[config.mk]
export PLATFORM = sky130hd
export DESIGN_NAME = l2_cacheline_adaptor
export DESIGN_NICKNAME = d
export VERILOG_FILES = /design/src/rtl/l2_cacheline_adaptor.sv
export SDC_FILE = /design/constraint.sdc
export NUM_CORES = 1
export LEC_CHECK = 0
export CORE_AREA = 2 2 276 278
export DETAILED_ROUTE_END_ITERATION = 8
export DIE_AREA = 0 0 278 280
export DONT_BUFFER_PORTS = 1
export PLACE_DENSITY = 0.45
export SYNTH_ARGS = -nofsm -noshare
export SYNTH_HDL_FRONTEND = slang
export SYNTH_SLANG_ARGS = --single-unit
[constraint.sdc]
create_clock -name clk -period 13.35 [get_ports clk]
set_input_delay 2.67 -clock clk [delete_from_list [all_inputs] [get_ports clk]]
set_output_delay 2.67 -clock clk [all_outputs]
set_load 0.01 [all_outputs]
[src/rtl/l2_cacheline_adaptor.sv]
// l2_cacheline_adaptor
// Converts whole-line (256-bit) requests from the L2 cache into 4-beat,
// 64-bit burst transactions toward main memory. It returns the assembled
// line and a one-cycle completion pulse to the cache.
//
// Ports
//   clk, rst   : clock (rising edge) and asynchronous active-high reset
//   line_i     : 256-bit write line from the cache
//   line_o     : 256-bit read line to the cache (the line buffer, always visible)
//   address_i  : line address from the cache
//   read_i     : cache line-read request, held until resp_o
//   write_i    : cache line-write request, held until resp_o
//   resp_o     : one-cycle completion pulse to the cache
//   burst_i    : 64-bit read beat from memory
//   burst_o    : 64-bit write beat to memory
//   address_o  : line-aligned burst address to memory
//   read_o     : memory burst-read request
//   write_o    : memory burst-write request
//   resp_i     : memory beat strobe, one beat per cycle it is high

module l2_cacheline_adaptor (
    input  logic         clk,
    input  logic         rst,
    input  logic [255:0] line_i,
    output logic [255:0] line_o,
    input  logic [31:0]  address_i,
    input  logic         read_i,
    input  logic         write_i,
    output logic         resp_o,
    input  logic [63:0]  burst_i,
    output logic [63:0]  burst_o,
    output logic [31:0]  address_o,
    output logic         read_o,
    output logic         write_o,
    input  logic         resp_i
);

    typedef enum logic [1:0] {
        IDLE = 2'd0,
        RD   = 2'd1,
        WR   = 2'd2,
        DONE = 2'd3
    } state_t;

    state_t         r_state;
    state_t         w_nextState;
    logic [1:0]     r_cnt;
    logic [255:0]   r_lineBuf;
    logic [31:0]    r_addrQ;
    logic           w_lastBeat;

    // A beat on the fourth slot ends the burst; the 2-bit counter wraps to
    // zero on that same edge, so it never counts past four beats.
    assign w_lastBeat = resp_i && (r_cnt == 2'd3);

    // State register. Reset drops read_o/write_o immediately because they
    // are decoded straight from this register.
    always_ff @(posedge clk or posedge rst) begin
        if (rst) begin
            r_state <= IDLE;
        end else begin
            r_state <= w_nextState;
        end
    end

    // Next-state decode. A pending write wins over a read so a dirty
    // eviction leaves before the refill; the read is simply re-sampled the
    // next time we are back in IDLE.
    always_comb begin
        w_nextState = r_state;
        case (r_state)
            IDLE: begin
                if (write_i) begin
                    w_nextState = WR;
                end else if (read_i) begin
                    w_nextState = RD;
                end
            end
            RD: begin
                if (w_lastBeat) begin
                    w_nextState = DONE;
                end
            end
            WR: begin
                if (w_lastBeat) begin
                    w_nextState = DONE;
                end
            end
            DONE: begin
                w_nextState = IDLE;
            end
            default: begin
                w_nextState = IDLE;
            end
        endcase
    end

    // Datapath: latch the aligned address and (for writes) the line on
    // acceptance, fill the buffer beat by beat on reads, and advance the
    // beat counter on every memory strobe. Inputs are only looked at in
    // IDLE, so the cache may change them freely once a burst is under way.
    always_ff @(posedge clk or posedge rst) begin
        if (rst) begin
            r_cnt     <= 2'd0;
            r_lineBuf <= '0;
            r_addrQ   <= '0;
        end else begin
            case (r_state)
                IDLE: begin
                    if (write_i) begin
                        r_addrQ   <= {address_i[31:5], 5'b0};
                        r_lineBuf <= line_i;
                        r_cnt     <= 2'd0;
                    end else if (read_i) begin
                        r_addrQ <= {address_i[31:5], 5'b0};
                        r_cnt   <= 2'd0;
                    end
                end
                RD: begin
                    if (resp_i) begin
                        r_lineBuf[{r_cnt, 6'b0} +: 64] <= burst_i;
                        r_cnt                          <= r_cnt + 2'd1;
                    end
                end
                WR: begin
                    if (resp_i) begin
                        r_cnt <= r_cnt + 2'd1;
                    end
                end
                default: begin
                end
            endcase
        end
    end

    // Moore outputs: every memory- and cache-facing strobe comes from
    // registered state only, so there is no input-to-output path. burst_o
    // is zero outside a write burst so idle memory sees a quiet bus.
    always_comb begin
        read_o    = (r_state == RD);
        write_o   = (r_state == WR);
        resp_o    = (r_state == DONE);
        address_o = r_addrQ;
        line_o    = r_lineBuf;
        burst_o   = '0;
        if (r_state == WR) begin
            burst_o = r_lineBuf[{r_cnt, 6'b0} +: 64];
        end
    end

endmodule

==> metrics.txt, run 1 <==
status finished clean; largest net degree at the start of global routing 99; post-route cell area 19400 um2; die extent in y 280 um; Post-synth EDFFs 0; ys async rst share 1.00; Setup Fix Bufs, Post-CTS 0; max incr delay on CP 0.91 ns; Root Buffer clkbuf_16; 1st-iter DRT viols 721; MaxCap Viol Count 0; first-pass detailed-route iteration total 5; all-layer global routing usage 0.171; final worst-path cycle share 0.444; DR DRC count 0; CTS H-tree depth 2; share of cells above drive strength 1 0.282; Syn-to-layout area delta 11.2%; Area contributors post-synth dfrtp_1, mux2_4, mux4_2; Req. time, crit path 10.68 ns; Initial Util 0.233; # fillers 7809; slew margin rel. 0.226; Placed Instances 2208; Final nets 1638; CTS sink cnt 287; total power 5.91 mW; clk slew on worst S/H paths 0.05 ns; DR vias 12518; met3 wire len 6.01 mm; Critical-path top delay cell dfrtp_4; Top Metal Used met5; Yosys top cell area share 0.411; PwrDens 304 nW/um2; RD Place Congestion 0.810; DP Area 18100 um2; met1 WL 26.7 mm; worst vdd ir 0.192 mV; worst hold path class flop to flop; post-layout util 0.259; initial antenna violation count 9; Hold-fix buffers, CTS 0; DIE AREA 77800 um2; Final min period 5.92 ns; Worst Path Arrival 3.25 ns; Setup WS post-layout 7.43 ns; Leakage 8.27 nW; main flop type after synthesis dfrtp_1; hold path depth 1; post-synth top area cell dfrtp_1; worst clock skew 0.00838 ns; Chip Width 278 um; Netlist Area Pre-Place 17500 um2; I/O Pins 712; number of global-route vias before repair 13392; RSZ-0062 raised after global routing no; kind of critical path flop to output pin; Syn Area/Cell 12.9 um2; GR Overflow Total 0; number of port buffers 0; Seq/Total Area, Yosys 0.411; setup_tns 0 ns; Critical Path Sink Type output pin; hpwl dp 47.2 mm; Final Hold Viols 0; CTS tree built; Worst-Margin Slew 1.16 ns; core area 75200 um2; Fmax 169 MHz; YS warnings 0; Max Buffers Root-to-Sink 3; Mapped Cells 1356; crit-path cells buf_4 -> mux4_2 -> and2_1; post-route insts no fill 2280; Setup crit start kind flop; Std-Cell Rows 101; Crit Path Max Fanout 40; Max Slew Vio Count 0; clock insertion delay at the later pin of the skew report 0.54 ns; metal2 WL 33.8 mm; CTS Buf Count 39; total wire length 69.9 mm; first-pass GRT wire length 99.1 mm; Via density 5.49; Reg2Reg Depth 8; Setup WS pre-CTS 7.98 ns; post-synth cell types 38; final antenna-violating net count 0; worst hold margin 0.578 ns; FF+latch count, synth 287; final setup fails 0; post_cts resized 0; Wirelength per Cell 30.7 um
==> kinds of logic (layout without fill, tap and decap cells) <==
logic type,after synthesis,in the layout,share of synthesized area
fa+ha+maj,10,10,0.00715
compound gates,272,272,0.151
buf+inv,226,161,0.0661
flops,287,287,0.411
mux,348,348,0.291
simple gates,212,212,0.0749
other cells,1,12,0.000214
==> cell usage in the layout (no fill, tap or decap), types with 3 or more instances in the layout <==
| cell type | Yosys | layout |
|---|---|---|
| mux2_2 | 83 | 83 |
| nor2b_1 | 66 | 63 |
| a32o_1 | 128 | 128 |
| mux2_1 | 85 | 85 |
| clkbuf_8 | 0 | 7 |
| dfrtp_1 | 287 | 285 |
| clkinv_2 | 0 | 5 |
| bufinv_16 | 0 | 4 |
| a21oi_4 | 4 | 4 |
| nor2b_4 | 0 | 3 |
| nand2_1 | 6 | 5 |
| and2_1 | 65 | 64 |
| inv_1 | 70 | 69 |
| nand2b_1 | 69 | 68 |
| ha_4 | 0 | 3 |
| a41o_1 | 63 | 63 |
| ha_1 | 10 | 6 |
| clkbuf_1 | 73 | 8 |
| o41ai_1 | 65 | 65 |
| buf_4 | 12 | 25 |
| mux2_4 | 115 | 115 |
| mux4_2 | 64 | 64 |
| conb_1 | 1 | 5 |
| clkbuf_16 | 0 | 41 |
| diode_2 | 0 | 7 |
==> cell usage after synthesis (25+ instances only) <==
master and number:
mux2_2 83, clkbuf_1 73, nor2b_1 66, mux4_2 64
o41ai_1 65, dfrtp_1 287, a41o_1 63, buf_6 25
inv_1 70, mux2_1 85, buf_2 41, a32o_1 128
and2_1 65, mux2_4 115, nand2b_1 69
==> sequential cells by signal (all words and copies together), names as in the netlist <==
register   count
line_o       256
address_o     27
r_state        2
r_cnt          2
==> power by group <==
part           switching (mW)  total, mW  internal (mW)
clock                   0.411       1.08          0.671
combinational            1.41       2.74           1.33
sequential              0.772       2.09           1.32
total                    2.59       5.91           3.32
==> critical path, delay by kind of cell (launching register included) <==
family | cells | cell delay (ns)
multiplexers | 1 | 0.65
AND/OR/NAND/NOR | 1 | 0.22
buffers and inverters | 1 | 0.84
flip-flops | 1 | 0.91
==> final timing paths <==
| kind | startpoint | end | slack, ns |
|---|---|---|---|
| setup / recovery | r_cnt[1] | burst_o[17] | 7.43 |
| hold / removal | address_o[13] | address_o[13] | 0.58 |
| setup reg to reg | r_cnt[1] | line_o[199] | 8.17 |
| hold reg to reg | address_o[13] | address_o[13] | 0.58 |
| max in group asynchronous | rst | line_o[227] | 9.04 |
| min in group asynchronous | rst | address_o[13] | 2.05 |
==> metal layers <==
| metal | GRT usage | vias to the layer above |
|---|---|---|
| met5 | 0 | - |
| met3 | 0.0535 | 161 |
| met2 | 0.284 | 705 |
| met1 | 0.200 | 6615 |
| met4 | 0.0816 | 6 |
| li1 | - | 5031 |
==> cell type report <==
class | instances | area [um2] | share of cell area
multi-input cells | 847 | 9260 | 0.476
flip-flops and latches | 287 | 7190 | 0.370
well taps | 978 | 1220 | 0.0629
clock buffers | 56 | 1150 | 0.0593
inverters | 71 | 277 | 0.0142
repair buffers | 25 | 188 | 0.00965
clock inverters | 9 | 145 | 0.00746
diodes | 7 | 17.5 | 0.000901
Note: power is estimated with default switching activity, not from simulation.
==> run 2: changes to the inputs <==
==> constraint.sdc (replaced) <==
create_clock -name clk -period 6.2 [get_ports clk]
set_input_delay 1.24 -clock clk [delete_from_list [all_inputs] [get_ports clk]]
set_output_delay 1.24 -clock clk [all_outputs]
set_load 0.01 [all_outputs]
==> metrics.txt, run 2 (synthesized netlist as in run 1, its figures left out) <==
DR vias 12456 (was 12518); PwrDens 646 nW/um2 (was 304 nW/um2); CTS H-tree depth 2 (unchanged); worst vdd ir 0.366 mV (was 0.192 mV); share of cells above drive strength 1 0.282 (about the same); RSZ-0062 raised after global routing no (unchanged); total wire length 69.4 mm (was 69.9 mm); kind of critical path flop to output pin (unchanged); Max Slew Vio Count 0 (unchanged); commonest cells after routing, fill and taps aside dfrtp_1, a32o_1, mux2_4, mux2_1, mux2_2 (unchanged); clock insertion delay at the later pin of the skew report 0.54 ns (about the same); Setup Fix Bufs, Post-CTS 0 (unchanged); worst reg2reg setup slack 1.95 ns (was 8.17 ns); Syn-to-layout area delta 10.5% (was 11.2%); initial antenna violation count 5 (was 9); Std-Cell Rows 101 (unchanged); R2R Path End line_o[254] (was line_o[199]); crit-path cells buf_4 -> mux4_2 -> and2_1 (unchanged); Critical-path top delay cell dfrtp_4 (unchanged); 1st-iter DRT viols 825 (was 721); Chip Width 278 um (unchanged); Min-Delay Endpoint address_o[21] (was address_o[13]); DIE AREA 77800 um2 (unchanged); worst hold path class flop to flop (unchanged); CTS sink cnt 287 (unchanged); Hold-fix buffers, CTS 0 (unchanged); Final nets 1636 (was 1638); DR DRC count 0 (unchanged); hpwl dp 47.1 mm (was 47.2 mm); number of port buffers 0 (unchanged); final setup fails 0 (unchanged); CP delay by family, top flip-flops (unchanged); hold path depth 1 (unchanged); all-layer global routing usage 0.170 (was 0.171); number of global-route vias before repair 13387 (was 13392); Critical Path Sink Type output pin (unchanged); FF-to-FF Start r_cnt[0] (was r_cnt[1]); Via density 5.48 (was 5.49); status finished clean (unchanged); I/O Pins 712 (unchanged); MaxCap Viol Count 0 (unchanged); slew margin rel. 0.243 (was 0.226); Wirelength per Cell 30.5 um (was 30.7 um); clk slew on worst S/H paths 0.06 ns (was 0.05 ns); commonest non-fill, non-tap cell in the layout dfrtp_1 (unchanged); setup_tns 0 ns (unchanged); crit path buf inv count 1 (unchanged); largest net degree at the start of global routing 136 (was 99); max reg flops 256 (unchanged); Setup crit start kind flop (unchanged); Root Buffer clkbuf_16 (unchanged); core area 75200 um2 (unchanged); CTS Buf Count 37 (was 39); RD Place Congestion 0.804 (was 0.810); Worst-Margin Slew 1.14 ns (was 1.16 ns); die extent in y 280 um (unchanged); final antenna-violating net count 0 (unchanged); final worst-path cycle share 0.703; Initial Util 0.233 (unchanged); post-route cell area 19300 um2 (was 19400 um2); Final Hold Viols 0 (unchanged); post_cts resized 0 (unchanged); Worst Path Arrival 3.12 ns (was 3.25 ns); Crit Path Max Fanout 37 (was 40); Max Buffers Root-to-Sink 3 (unchanged); max incr delay on CP 0.88 ns (was 0.91 ns); Min-Delay Startpoint address_o[21] (was address_o[13]); Reg2Reg Depth 7 (was 8); Fmax 229 MHz; first-pass detailed-route iteration total 5 (unchanged); Final min period 4.36 ns; CTS tree built (unchanged); worst clock skew 0.00926 ns (was 0.00838 ns); Req. time, crit path 4.96 ns (was 10.68 ns); DP Area 18200 um2 (was 18100 um2); GR Overflow Total 0 (unchanged); Leakage 8.20 nW (was 8.27 nW); first-pass GRT wire length 98.9 mm (was 99.1 mm)
## run 2: cell types whose count changed in the layout (fill, tap and decap cells not counted)
cell / previous run / this run
clkinv_4: 0 / 1
diode_2: 7 / 4
buf_4: 25 / 21
inv_8: 1 / 0
clkbuf_1: 8 / 6
clkbuf_8: 7 / 11
clkinvlp_4: 0 / 2
buf_8: 0 / 1
clkinv_2: 5 / 6
bufinv_16: 4 / 0
buf_12: 0 / 3
clkbuf_16: 41 / 37
## run 2: cell type report
class	instances	area, um2
well taps	978	1220
fillers	7802	55900
multi-input cells	847	9260
diodes	4	10.0
flip-flops and latches	287	7190
clock buffers	54	1100
inverters	71	273
clock inverters	8	46.3
repair buffers	25	233
## run 2: layer usage
metal	up-vias	GRT usage	routed length, um
met5	-	0	27
met2	691	0.295	35100
met4	4	0.0757	2910
met1	6584	0.197	26100
li1	5032	-	-
met3	145	0.0443	5290
## run 2: report_power, final
group	switching [mW]	internal [mW]	leakage [nW]
Combinational	3.03	2.87	4.12
Sequential	1.67	2.83	3.51
Clock	0.862	1.22	0.570
Total	5.56	6.92	8.20
## run 2: worst max path at each step
stage / start / end / slack, ns / cells after the start
after floorplan: rst / address_o[10] / 1.15 / 1
after global routing: r_cnt[1] / burst_o[25] / 1.59 / 3
final: r_cnt[1] / burst_o[25] / 1.84 / 3
after global placement: r_cnt[1] / line_o[254] / 1.95 / 6
after detailed placement: r_cnt[0] / line_o[254] / 1.88 / 7
after CTS: r_cnt[1] / burst_o[9] / 1.71 / 3
## run 2: per-stage QoR
step	setup WS (ns)	hold slack, ns	power, mW	instances	utilization
after floorplan	1.15	0.534	8.71	1360	-
after global placement	1.95	0.562	10.3	2207	0.242
after detailed placement	1.88	0.573	10.4	2207	0.242
after CTS	1.71	0.585	12.6	2269	0.257
after global routing	1.59	0.599	13.1	2272	0.257
final	1.84	0.578	12.5	2274	0.257
